### config.mk
export PLATFORM = sky130hd
export DESIGN_NAME = huff_decoder
export DESIGN_NICKNAME = d
export VERILOG_FILES = /design/src/rtl/huff_pkg.sv /design/src/rtl/huff_code_match.sv /design/src/rtl/huff_decoder.sv
export SDC_FILE = /design/constraint.sdc
export NUM_CORES = 1
export LEC_CHECK = 0
export ABC_AREA = 0
export CORE_ASPECT_RATIO = 0.7
export CORE_MARGIN = 2
export CORE_UTILIZATION = 55
export DETAILED_ROUTE_END_ITERATION = 16
export PLACE_DENSITY_LB_ADDON = 0.12
export SLEW_MARGIN = 40
export SYNTH_ARGS = -nofsm -noshare
export SYNTH_HDL_FRONTEND = slang
export SYNTH_SLANG_ARGS = --single-unit
### constraint.sdc
create_clock -name clk -period 2.7 [get_ports clk]
set_clock_uncertainty 0.2 [all_clocks]
set_input_delay 0.81 -clock clk [delete_from_list [all_inputs] [get_ports clk]]
set_output_delay 0.81 -clock clk [all_outputs]
set_load 0.1 [all_outputs]
### src/rtl/huff_pkg.sv
// Shared Huffman link definitions: table geometry, table entry layout and the
// decoder state encoding.
package huff_pkg;

   localparam int MAX_CHAR_COUNT = 3;
   localparam int CODE_W         = MAX_CHAR_COUNT;
   localparam int MAX_CODE_LEN   = MAX_CHAR_COUNT - 1;
   localparam int LEN_W          = $clog2(CODE_W + 1);
   localparam int CNT_W          = $clog2(MAX_CHAR_COUNT + 1);

   typedef struct packed {
      logic [7:0]        ch;
      logic [CODE_W-1:0] mask;
      logic [CODE_W-1:0] value;
   } huff_entry_t;

   typedef enum logic [1:0] {
      LOAD   = 2'd0,
      DECODE = 2'd1,
      ERROR  = 2'd2
   } huff_dec_state_t;

   // Number of valid code bits held in a thermometer mask.
   function automatic logic [LEN_W-1:0] popcount(input logic [CODE_W-1:0] m);
      logic [LEN_W-1:0] n;
      n = '0;
      for (int i = 0; i < CODE_W; i++) begin
         n = n + LEN_W'(m[i]);
      end
      return n;
   endfunction

endpackage

### src/rtl/huff_code_match.sv
// Compares the candidate code (shifted bits plus length) against one table
// entry; an empty mask never matches.
module huff_code_match
   import huff_pkg::*;
(
   input  huff_entry_t       entry,
   input  logic [CODE_W-1:0] acc_n,
   input  logic [LEN_W-1:0]  len_n,
   output logic              hit
);

   assign hit = (entry.mask != '0) &&
                (popcount(entry.mask) == len_n) &&
                ((acc_n & entry.mask) == (entry.value & entry.mask));

endmodule

### src/rtl/huff_decoder.sv
// Huffman receive side: loads the encoder's code table, then shifts in serial
// code bits and emits one character per completed code.
module huff_decoder
   import huff_pkg::*;
(
   input  logic              clk,
   input  logic              reset,
   input  logic              tbl_clear,
   input  logic              tbl_valid,
   input  logic [7:0]        tbl_char,
   input  logic [CODE_W-1:0] tbl_mask,
   input  logic [CODE_W-1:0] tbl_value,
   input  logic              bit_valid,
   input  logic              bit_in,
   output logic              tbl_ready,
   output logic              char_valid,
   output logic [7:0]        char_out,
   output logic              err,
   output logic [1:0]        dbg_state
);

   huff_dec_state_t   state_q, state_d;
   logic [CNT_W-1:0]  cnt_q, cnt_d;
   logic [CODE_W-1:0] acc_q, acc_d;
   logic [LEN_W-1:0]  len_q, len_d;
   huff_entry_t       entries_q [MAX_CHAR_COUNT];
   huff_entry_t       entries_d [MAX_CHAR_COUNT];
   logic              tbl_ready_q, tbl_ready_d;
   logic              char_valid_q, char_valid_d;
   logic [7:0]        char_out_q, char_out_d;
   logic              err_q, err_d;

   logic [CODE_W-1:0]         acc_n;
   logic [LEN_W-1:0]          len_n;
   logic [MAX_CHAR_COUNT-1:0] hit;
   logic                      any_hit;
   logic [7:0]                hit_char;

   assign acc_n = {acc_q[CODE_W-2:0], bit_in};
   assign len_n = len_q + 1'b1;

   for (genvar g = 0; g < MAX_CHAR_COUNT; g++) begin : g_match
      huff_code_match u_match (
         .entry (entries_q[g]),
         .acc_n (acc_n),
         .len_n (len_n),
         .hit   (hit[g])
      );
   end

   // Scan from the top down so the lowest matching index wins.
   always_comb begin
      hit_char = '0;
      for (int i = MAX_CHAR_COUNT - 1; i >= 0; i--) begin
         if (hit[i]) hit_char = entries_q[i].ch;
      end
   end
   assign any_hit = |hit;

   always_comb begin
      state_d      = state_q;
      cnt_d        = cnt_q;
      acc_d        = acc_q;
      len_d        = len_q;
      entries_d    = entries_q;
      char_valid_d = 1'b0;
      char_out_d   = char_out_q;
      err_d        = err_q;
      if (tbl_clear) begin
         state_d = LOAD;
         cnt_d   = '0;
         acc_d   = '0;
         len_d   = '0;
         err_d   = 1'b0;
         for (int i = 0; i < MAX_CHAR_COUNT; i++) entries_d[i].mask = '0;
      end else begin
         case (state_q)
            LOAD: begin
               if (tbl_valid) begin
                  for (int i = 0; i < MAX_CHAR_COUNT; i++) begin
                     if (cnt_q == CNT_W'(i)) entries_d[i] = '{tbl_char, tbl_mask, tbl_value};
                  end
                  cnt_d = cnt_q + 1'b1;
                  if (cnt_q == CNT_W'(MAX_CHAR_COUNT - 1)) state_d = DECODE;
               end
            end
            DECODE: begin
               if (bit_valid) begin
                  if (any_hit) begin
                     char_out_d   = hit_char;
                     char_valid_d = 1'b1;
                     acc_d        = '0;
                     len_d        = '0;
                  end else if (len_n == LEN_W'(MAX_CODE_LEN)) begin
                     err_d   = 1'b1;
                     state_d = ERROR;
                     acc_d   = '0;
                     len_d   = '0;
                  end else begin
                     acc_d = acc_n;
                     len_d = len_n;
                  end
               end
            end
            default: ;
         endcase
      end
      tbl_ready_d = (state_d == LOAD);
   end

   always_ff @(posedge clk or posedge reset) begin
      if (reset) begin
         state_q      <= LOAD;
         cnt_q        <= '0;
         acc_q        <= '0;
         len_q        <= '0;
         for (int i = 0; i < MAX_CHAR_COUNT; i++) entries_q[i] <= '0;
         tbl_ready_q  <= 1'b1;
         char_valid_q <= 1'b0;
         char_out_q   <= '0;
         err_q        <= 1'b0;
      end else begin
         state_q      <= state_d;
         cnt_q        <= cnt_d;
         acc_q        <= acc_d;
         len_q        <= len_d;
         entries_q    <= entries_d;
         tbl_ready_q  <= tbl_ready_d;
         char_valid_q <= char_valid_d;
         char_out_q   <= char_out_d;
         err_q        <= err_d;
      end
   end

   assign tbl_ready  = tbl_ready_q;
   assign char_valid = char_valid_q;
   assign char_out   = char_out_q;
   assign err        = err_q;
   assign dbg_state  = state_q;

endmodule

==> results of run 1 <==
[sequential cells by signal (all words and copies together), names as in the netlist]
register    flops
dbg_state       2
char_valid      1
char_out        8
err             1
tbl_ready       1
entries_q      42
cnt_q           2
len_q           2
acc_q           2
[stage by stage]
step | utilization (%) | hold slack [ns] | power (uW) | setup WS (ns) | cell area, sq um
after floorplan | - | 0.270 | 1730 | 0.0184 | 3080
after global placement | 67.4 | 0.281 | 1940 | -0.313 | 3580
after detailed placement | 67.4 | 0.289 | 1970 | -0.362 | 3580
after CTS | 71.4 | 0.305 | 2860 | 0.0140 | 3790
after global routing | 71.5 | 0.327 | 2980 | 0.0241 | 3800
final | 71.5 | 0.303 | 2840 | 0.163 | 3800
[cell families (layout without fill, tap and decap cells)]
logic type      Yosys count  after routing  share of synthesized area (%)
xor+xnor                 16             16                           4.55
compound gates           45             45                           10.7
fa+ha+maj                 8              8                           3.98
mux                      42             42                           15.0
simple gates             60             60                           10.8
buf+inv                  40             91                           5.36
flops                    61             61                           49.6
[cell usage after synthesis (5+ instances only)]
library cell  number
a311oi_1           8
a31oi_1            8
and3_2             8
buf_2              6
clkbuf_1           8
dfrtp_1           60
ha_1               5
inv_1             23
mux2_2            33
mux2i_1            9
nand2_1            9
nor2_1            16
o22ai_1            8
o31ai_1            9
xnor2_1            7
xor2_1             9
[per-layer routing]
layer  part of all wire, %  wire length, um  vias to the layer above
li1                      -                -                     1069
met1                    53             3630                     1076
met2                    38             2630                       84
met3                   7.5              510                        6
met4                   1.1               74                        0
met5                     0                0                        -
[report_power, final]
part / leakage (uW) / switching [uW] / internal (uW) / total [uW]
registers: 0.000745 / 158 / 1130 / 1280
logic: 0.000937 / 366 / 308 / 674
clock network: 0.000104 / 364 / 523 / 887
[worst max-delay path: cells and delay by family, from the launching register on]
| kind | cells | cell delay, ns |
|---|---|---|
| xor gates and xnor gates | 1 | 0.16 |
| and+or+nand+nor | 2 | 0.60 |
| AOI/OAI and AO/OA | 2 | 0.51 |
| DFF | 1 | 0.43 |
| adders and majority gates | 1 | 0.51 |
[path summary, 6_finish.rpt]
check | startpoint | end | slack, ns | cells past startpoint
worst min register to register | entries_q[21] | entries_q[21] | 0.30 | 1
worst max-delay path | entries_q[17] | char_out[3] | 0.16 | 6
worst max register to register | entries_q[17] | char_out[3] | 0.16 | 6
min in group asynchronous | reset | entries_q[24] | 0.54 | 2
max in group asynchronous | reset | char_out[7] | 1.15 | 3
worst min-delay path | entries_q[21] | entries_q[21] | 0.30 | 1
[cell type report]
type                       instances  area share, %
multi-input combinational        171           36.5
sequential                        61           40.2
inverter                          23           2.27
tap                               72           2.37
timing repair buffer              52           12.9
clock buffer                      11           3.46
clock inverter                     5           2.24
[timing repair]
item | CTS | global route
setup endpoints to repair | 0 | 12
buffers inserted | 0 | 0
resized for setup | 0 | 1
[placed cells by master (no fill, tap or decap), types with 3 or more instances in the layout]
cell	n
dfrtp_1	60
mux2_2	33
buf_4	29
inv_1	22
clkdlybuf4s50_1	18
nor2_1	16
mux2i_1	9
nand2_1	9
xor2_1	9
o31ai_1	9
clkbuf_8	9
and3_2	8
a311oi_1	8
a31oi_1	8
o22ai_1	8
xnor2_1	7
ha_1	5
and3_1	4
nor3_1	4
buf_12	4
and2_1	3
a222oi_1	3
nand3b_1	3
a21oi_1	3
fa_1	3
==> out/metrics.csv, run 1 <==
metric,value,unit
avgSynthCellArea,11.3,sq um
slew_headroom,69.9,%
globalRouteOverflowTotal,0,
cts_sinks,61,
pin_count,33,
drc,0,
grt_util_met3,7.81,%
cts_hold_buffers,0,
die_w,93.4,um
setup_viol,0,
htreeDepth,3,
routabilityCongestion,0.936,
max_stage_delay,0.51,ns
synth.area.top_cells,"dfrtp_1, mux2_2, mux2i_1, inv_1, xor2_1",
clockRootBuffer,clkbuf_8,
synth-edff-count,0,
seqCellArea,0.00153,sq mm
layout-area-overhead-vs-synth,23.3,%
vdd_drop_max,0.526,mV
fp.dieH,66.6,um
met2_usage,29.1,%
min_period,2.54,ns
port_buffers,32,
clk_pin_slew_worst_paths,0.07,ns
cp_cell_sequence,fa_1 -> xnor2_1 -> nor3_2 -> nand2_2 -> a311oi_1 -> o22ai_1,
ys_seq_area_share,49.6,%
final.setup.tns,0,ns
synth-main-ff-cell,dfrtp_1,
cp_data_required_time,2.71,ns
multi_input_area,0.00139,sq mm
synthCells,272,
crit_type,reg2reg,
cts_max_path_buffers,2,
hpwl,5.10,mm
fmax,0.394,GHz
antenna_found_initial,0,
synthArstFlopShare,100,%
stdcell_count,395,
cts_made_buffers,9,
finalCritPeriodShare,94.0,%
synthesis.nets,300,
cp_max_fo,10,
cp-start-kind,flop,
die_area,0.00622,sq mm
drv_slew,0,
hold_class,reg2reg,
netlist_area,0.00308,sq mm
worstSetupEndpointType,flop,
cp_data_arrival_time,2.55,ns
coreArea,0.00531,sq mm
num_antenna_cells,0,
via_per_inst,5.66,
synth_seq_cells,61,
grt_busiest_layer,met1,
netlist-cell-type-count,41,
clock_latency,0.35,ns
cts_tree,built,
cp_slowest_cell,fa_1,
std_cell_rows,22,
post_drt_wl_per_cell,17.3,um
rsz0062_at_grt,false,
synth_top_area_cell,dfrtp_1,
p_leak,0.00179,uW
use_met1,40.8,%
grt_max_degree,26,
layout-drive-gt1-share,29.4,%
wirelength,6.84,mm
grt_pass1_vias,1986,
hold_violations,0,
first_iter_violations,156,
fin_nets,346,
ant_nets,0,
initial_core_util,58.0,%
dr.pass1.iters,5,
dp_cells,379,
tightest_slew,0.449,ns
yosysTopAreaCellShare,48.8,%
status,finished clean,
grtUsageTotal,24.7,%
fillers,402,
max_cap_viol_count,0,
ys_warn_count,0,
grt_pass1_wl,11.0,mm
via_count,2235,
p_per_area,749,mW/mm^2
Power figures use the tool's default switching activity.
==> run 2, diff against run 1 <==
Settings changed: CTS_CLUSTER_DIAMETER set to 80.
==> results of run 2 <==
Final layout, timing and power as in run 1 (identical DEF).
==> run 3, diff against run 2 <==
--- a/config.mk
+++ b/config.mk
@@ -7,3 +7,3 @@
 export LEC_CHECK = 0
-export ABC_AREA = 0
+export ABC_AREA = 1
 export CORE_ASPECT_RATIO = 0.7
--- a/constraint.sdc
+++ b/constraint.sdc
@@ -4,2 +4,2 @@
 set_output_delay 0.81 -clock clk [all_outputs]
-set_load 0.1 [all_outputs]
+set_load 0.02 [all_outputs]
==> run 3 against run 2 <==
Fmax up 3.1%. Clock-buffer cell count down 1. Combinational power down 40%. Global-route usage down 0.80 points. Utilization down 2.2 points. Via count up 9.9%. Sequential share of layout area up 1.7 points. Non-clock buffer count down 11. Register-to-register slack better by 0.21 ns. First-iteration DRC count up 7.7%. Critical path type is now reg2out. Critical endpoint is now tbl_ready. Highest routed layer unchanged.
==> out/metrics.csv, run 3 <==
metric,value,unit,change
cts_setup_buffers,0,,unchanged
drc,0,,unchanged
cts_tree,built,,
synthArstFlopShare,100,%,unchanged
max_flop_register,entries_q,,
std_cell_rows,22,,unchanged
cp-start-kind,flop,,
die_area,0.00607,sq mm,-2.4%
min_period,2.46,ns,-0.0766 ns
coreArea,0.00526,sq mm,-1.0%
ys_warn_count,0,,unchanged
via_per_inst,5.03,,-11%
slew_headroom,70.0,%,+0.10 points
final.setup.tns,0,ns,unchanged
wirelength,6.44,mm,-6.0%
cts_sinks,61,,unchanged
grt_pass1_wl,11.0,mm,unchanged
critPathLaunch,tbl_ready,,
hold_class,reg2reg,,
final_cell_mix,"nand2_1, dfrtp_1, inv_1",,
post_drt_wl_per_cell,13.2,um,-24%
grt_max_degree,26,,unchanged
via_count,2456,,+9.9%
min_from,char_out[5],,
dr.pass1.iters,5,,unchanged
clk_pin_slew_worst_paths,0.07,ns,about the same
timing.rr.start,entries_q[3],,
clockRootBuffer,clkbuf_8,,
finalCritPeriodShare,91.1,%,-2.8 points
path_buf_inv,1,,+1
multi_input_area,0.00123,sq mm,-11%
fin_ws,0.240,ns,+0.0766 ns
status,finished clean,,
rsz0062_at_grt,false,,
yosysMostFrequentCell,nand2_1,,
worstSetupEndpointType,primary output,,
hold_violations,0,,unchanged
post-place-ws,0.0457,ns,+0.408 ns
synthCells,369,,+36%
grt_pass1_vias,2254,,+13%
fillers,427,,+6.2%
cp_max_fo,1,,-9
yosysTopAreaCellShare,50.0,%,+1.3 points
cts_max_path_buffers,2,,unchanged
avgSynthCellArea,8.13,sq um,-28%
layout-drive-gt1-share,9.38,%,-20 points
ys_seq_area_share,50.9,%,+1.3 points
cp_top_family,buffers and inverters,,
largest_register_ffs,42,,unchanged
drv_slew,0,,unchanged
cp_data_arrival_time,1.45,ns,-1.10 ns
cp_cell_sequence,clkdlybuf4s50_1,,
vdd_drop_max,0.439,mV,-17%
die_w,92.3,um,-1.2%
netlist-cell-type-count,27,,-34%
cp_data_required_time,1.69,ns,-1.02 ns
netlist_area,0.00300,sq mm,-2.5%
tightest_slew,0.449,ns,+0.000262 ns
routabilityCongestion,0.826,,-12%
synth_common_cells,"nand2_1, dfrtp_1, inv_1",,
clock_latency,0.34,ns,about the same
max_cap_viol_count,0,,unchanged
synth-main-ff-cell,dfrtp_1,,
cts_made_buffers,9,,unchanged
htreeDepth,3,,unchanged
fmax,0.406,GHz,+3.1%
hpwl,4.65,mm,-9.0%
initial_core_util,57.1,%,-0.87 points
port_buffers,32,,unchanged
seqCellArea,0.00153,sq mm,unchanged
num_antenna_cells,0,,unchanged
cts_resized,0,,unchanged
synth.area.top_cells,"dfrtp_1, nand2_1, inv_1, o21ai_0, nand3_1",,
synth_top_area_cell,dfrtp_1,,
synth_seq_cells,61,,unchanged
p_leak,0.00190,uW,+6.5%
ant_nets,0,,unchanged
crit_type,reg2out,,
synth-edff-count,0,,unchanged
cp_slowest_cell,clkdlybuf4s50_1,,
fp.dieH,65.8,um,-1.2%
setup_viol,0,,unchanged
cts_hold_buffers,0,,unchanged
grtUsageTotal,23.9,%,-0.80 points
layout-area-overhead-vs-synth,21.4,%,
layout_commonest_cell,nand2_1,,
antenna_found_initial,0,,unchanged
max_stage_delay,0.60,ns,+0.09 ns
first_iter_violations,168,,+7.7%
globalRouteOverflowTotal,0,,unchanged
p_per_area,661,mW/mm^2,-12%
synthesis.nets,397,,+32%
fin_nets,439,,+27%
pin_count,33,,unchanged
## run 3: cell count changes in the layout (fill, tap and decap cells not counted), sizes merged, moves of 12 or more
cell | before | now
inv | 23 | 52
nand2 | 10 | 113
mux2 | 33 | 0
clkdlybuf4s50 | 18 | 32
o21ai | 2 | 34
and3 | 12 | 0
buf | 33 | 9
nor2 | 16 | 33
nand3 | 0 | 35
## run 3: where the power goes
part           internal [uW]  switching, uW
sequential              1090            124
combinational            178            229
clock                    424            364
## run 3: metal layers
layer,wire (um),share of wire [%],track usage (%)
met5,0,0,0
met4,27,0.42,5.22
met3,494,7.7,7.18
met2,2710,42,34.7
met1,3200,50,35.6
## run 3: final timing paths
check                                      to  cells past startpoint  slack (ns)
worst max-delay path                tbl_ready                      1        0.24
worst min-delay path              char_out[5]                      2        0.28
worst max register to register    char_out[0]                     10        0.37
worst min register to register    char_out[5]                      2        0.28
max in group asynchronous         char_out[2]                      3        1.11
min in group asynchronous       entries_q[13]                      2        0.60
## run 3: cell type report
type | count | share of cell area (%)
clock buffers | 10 | 3.50
well taps | 72 | 2.47
repair buffers | 41 | 11.3
clock inverters | 6 | 1.75
multi-input cells | 246 | 33.7
flip-flops and latches | 61 | 41.9
inverters | 52 | 5.36
## run 3: kinds of logic after synthesis
kind of cell,after synthesis,synth area share (%)
DFF,61,50.9
buffers and inverters,62,8.21
adders and majority gates,8,4.09
xor gates and xnor gates,5,1.46
AOI/OAI and AO/OA,49,8.67
and+or+nand+nor,184,26.7
## run 3: tightest hold or removal path, cell delays in order, from the launching register on
cell	delay (ns)
dfrtp_1	0.34
nand2_1	0.05
nand2_1	0.06
## run 3: through the flow
stage | util, % | hold WS (ns) | std cells | total power, uW | area (sq um)
after floorplan | - | 0.253 | 369 | 1480 | 3000
after global placement | 65.7 | 0.267 | 472 | 1620 | 3450
after detailed placement | 65.7 | 0.264 | 472 | 1630 | 3450
after CTS | 69.3 | 0.283 | 488 | 2420 | 3640
after global routing | 69.3 | 0.309 | 488 | 2540 | 3640
final | 69.3 | 0.281 | 488 | 2410 | 3640
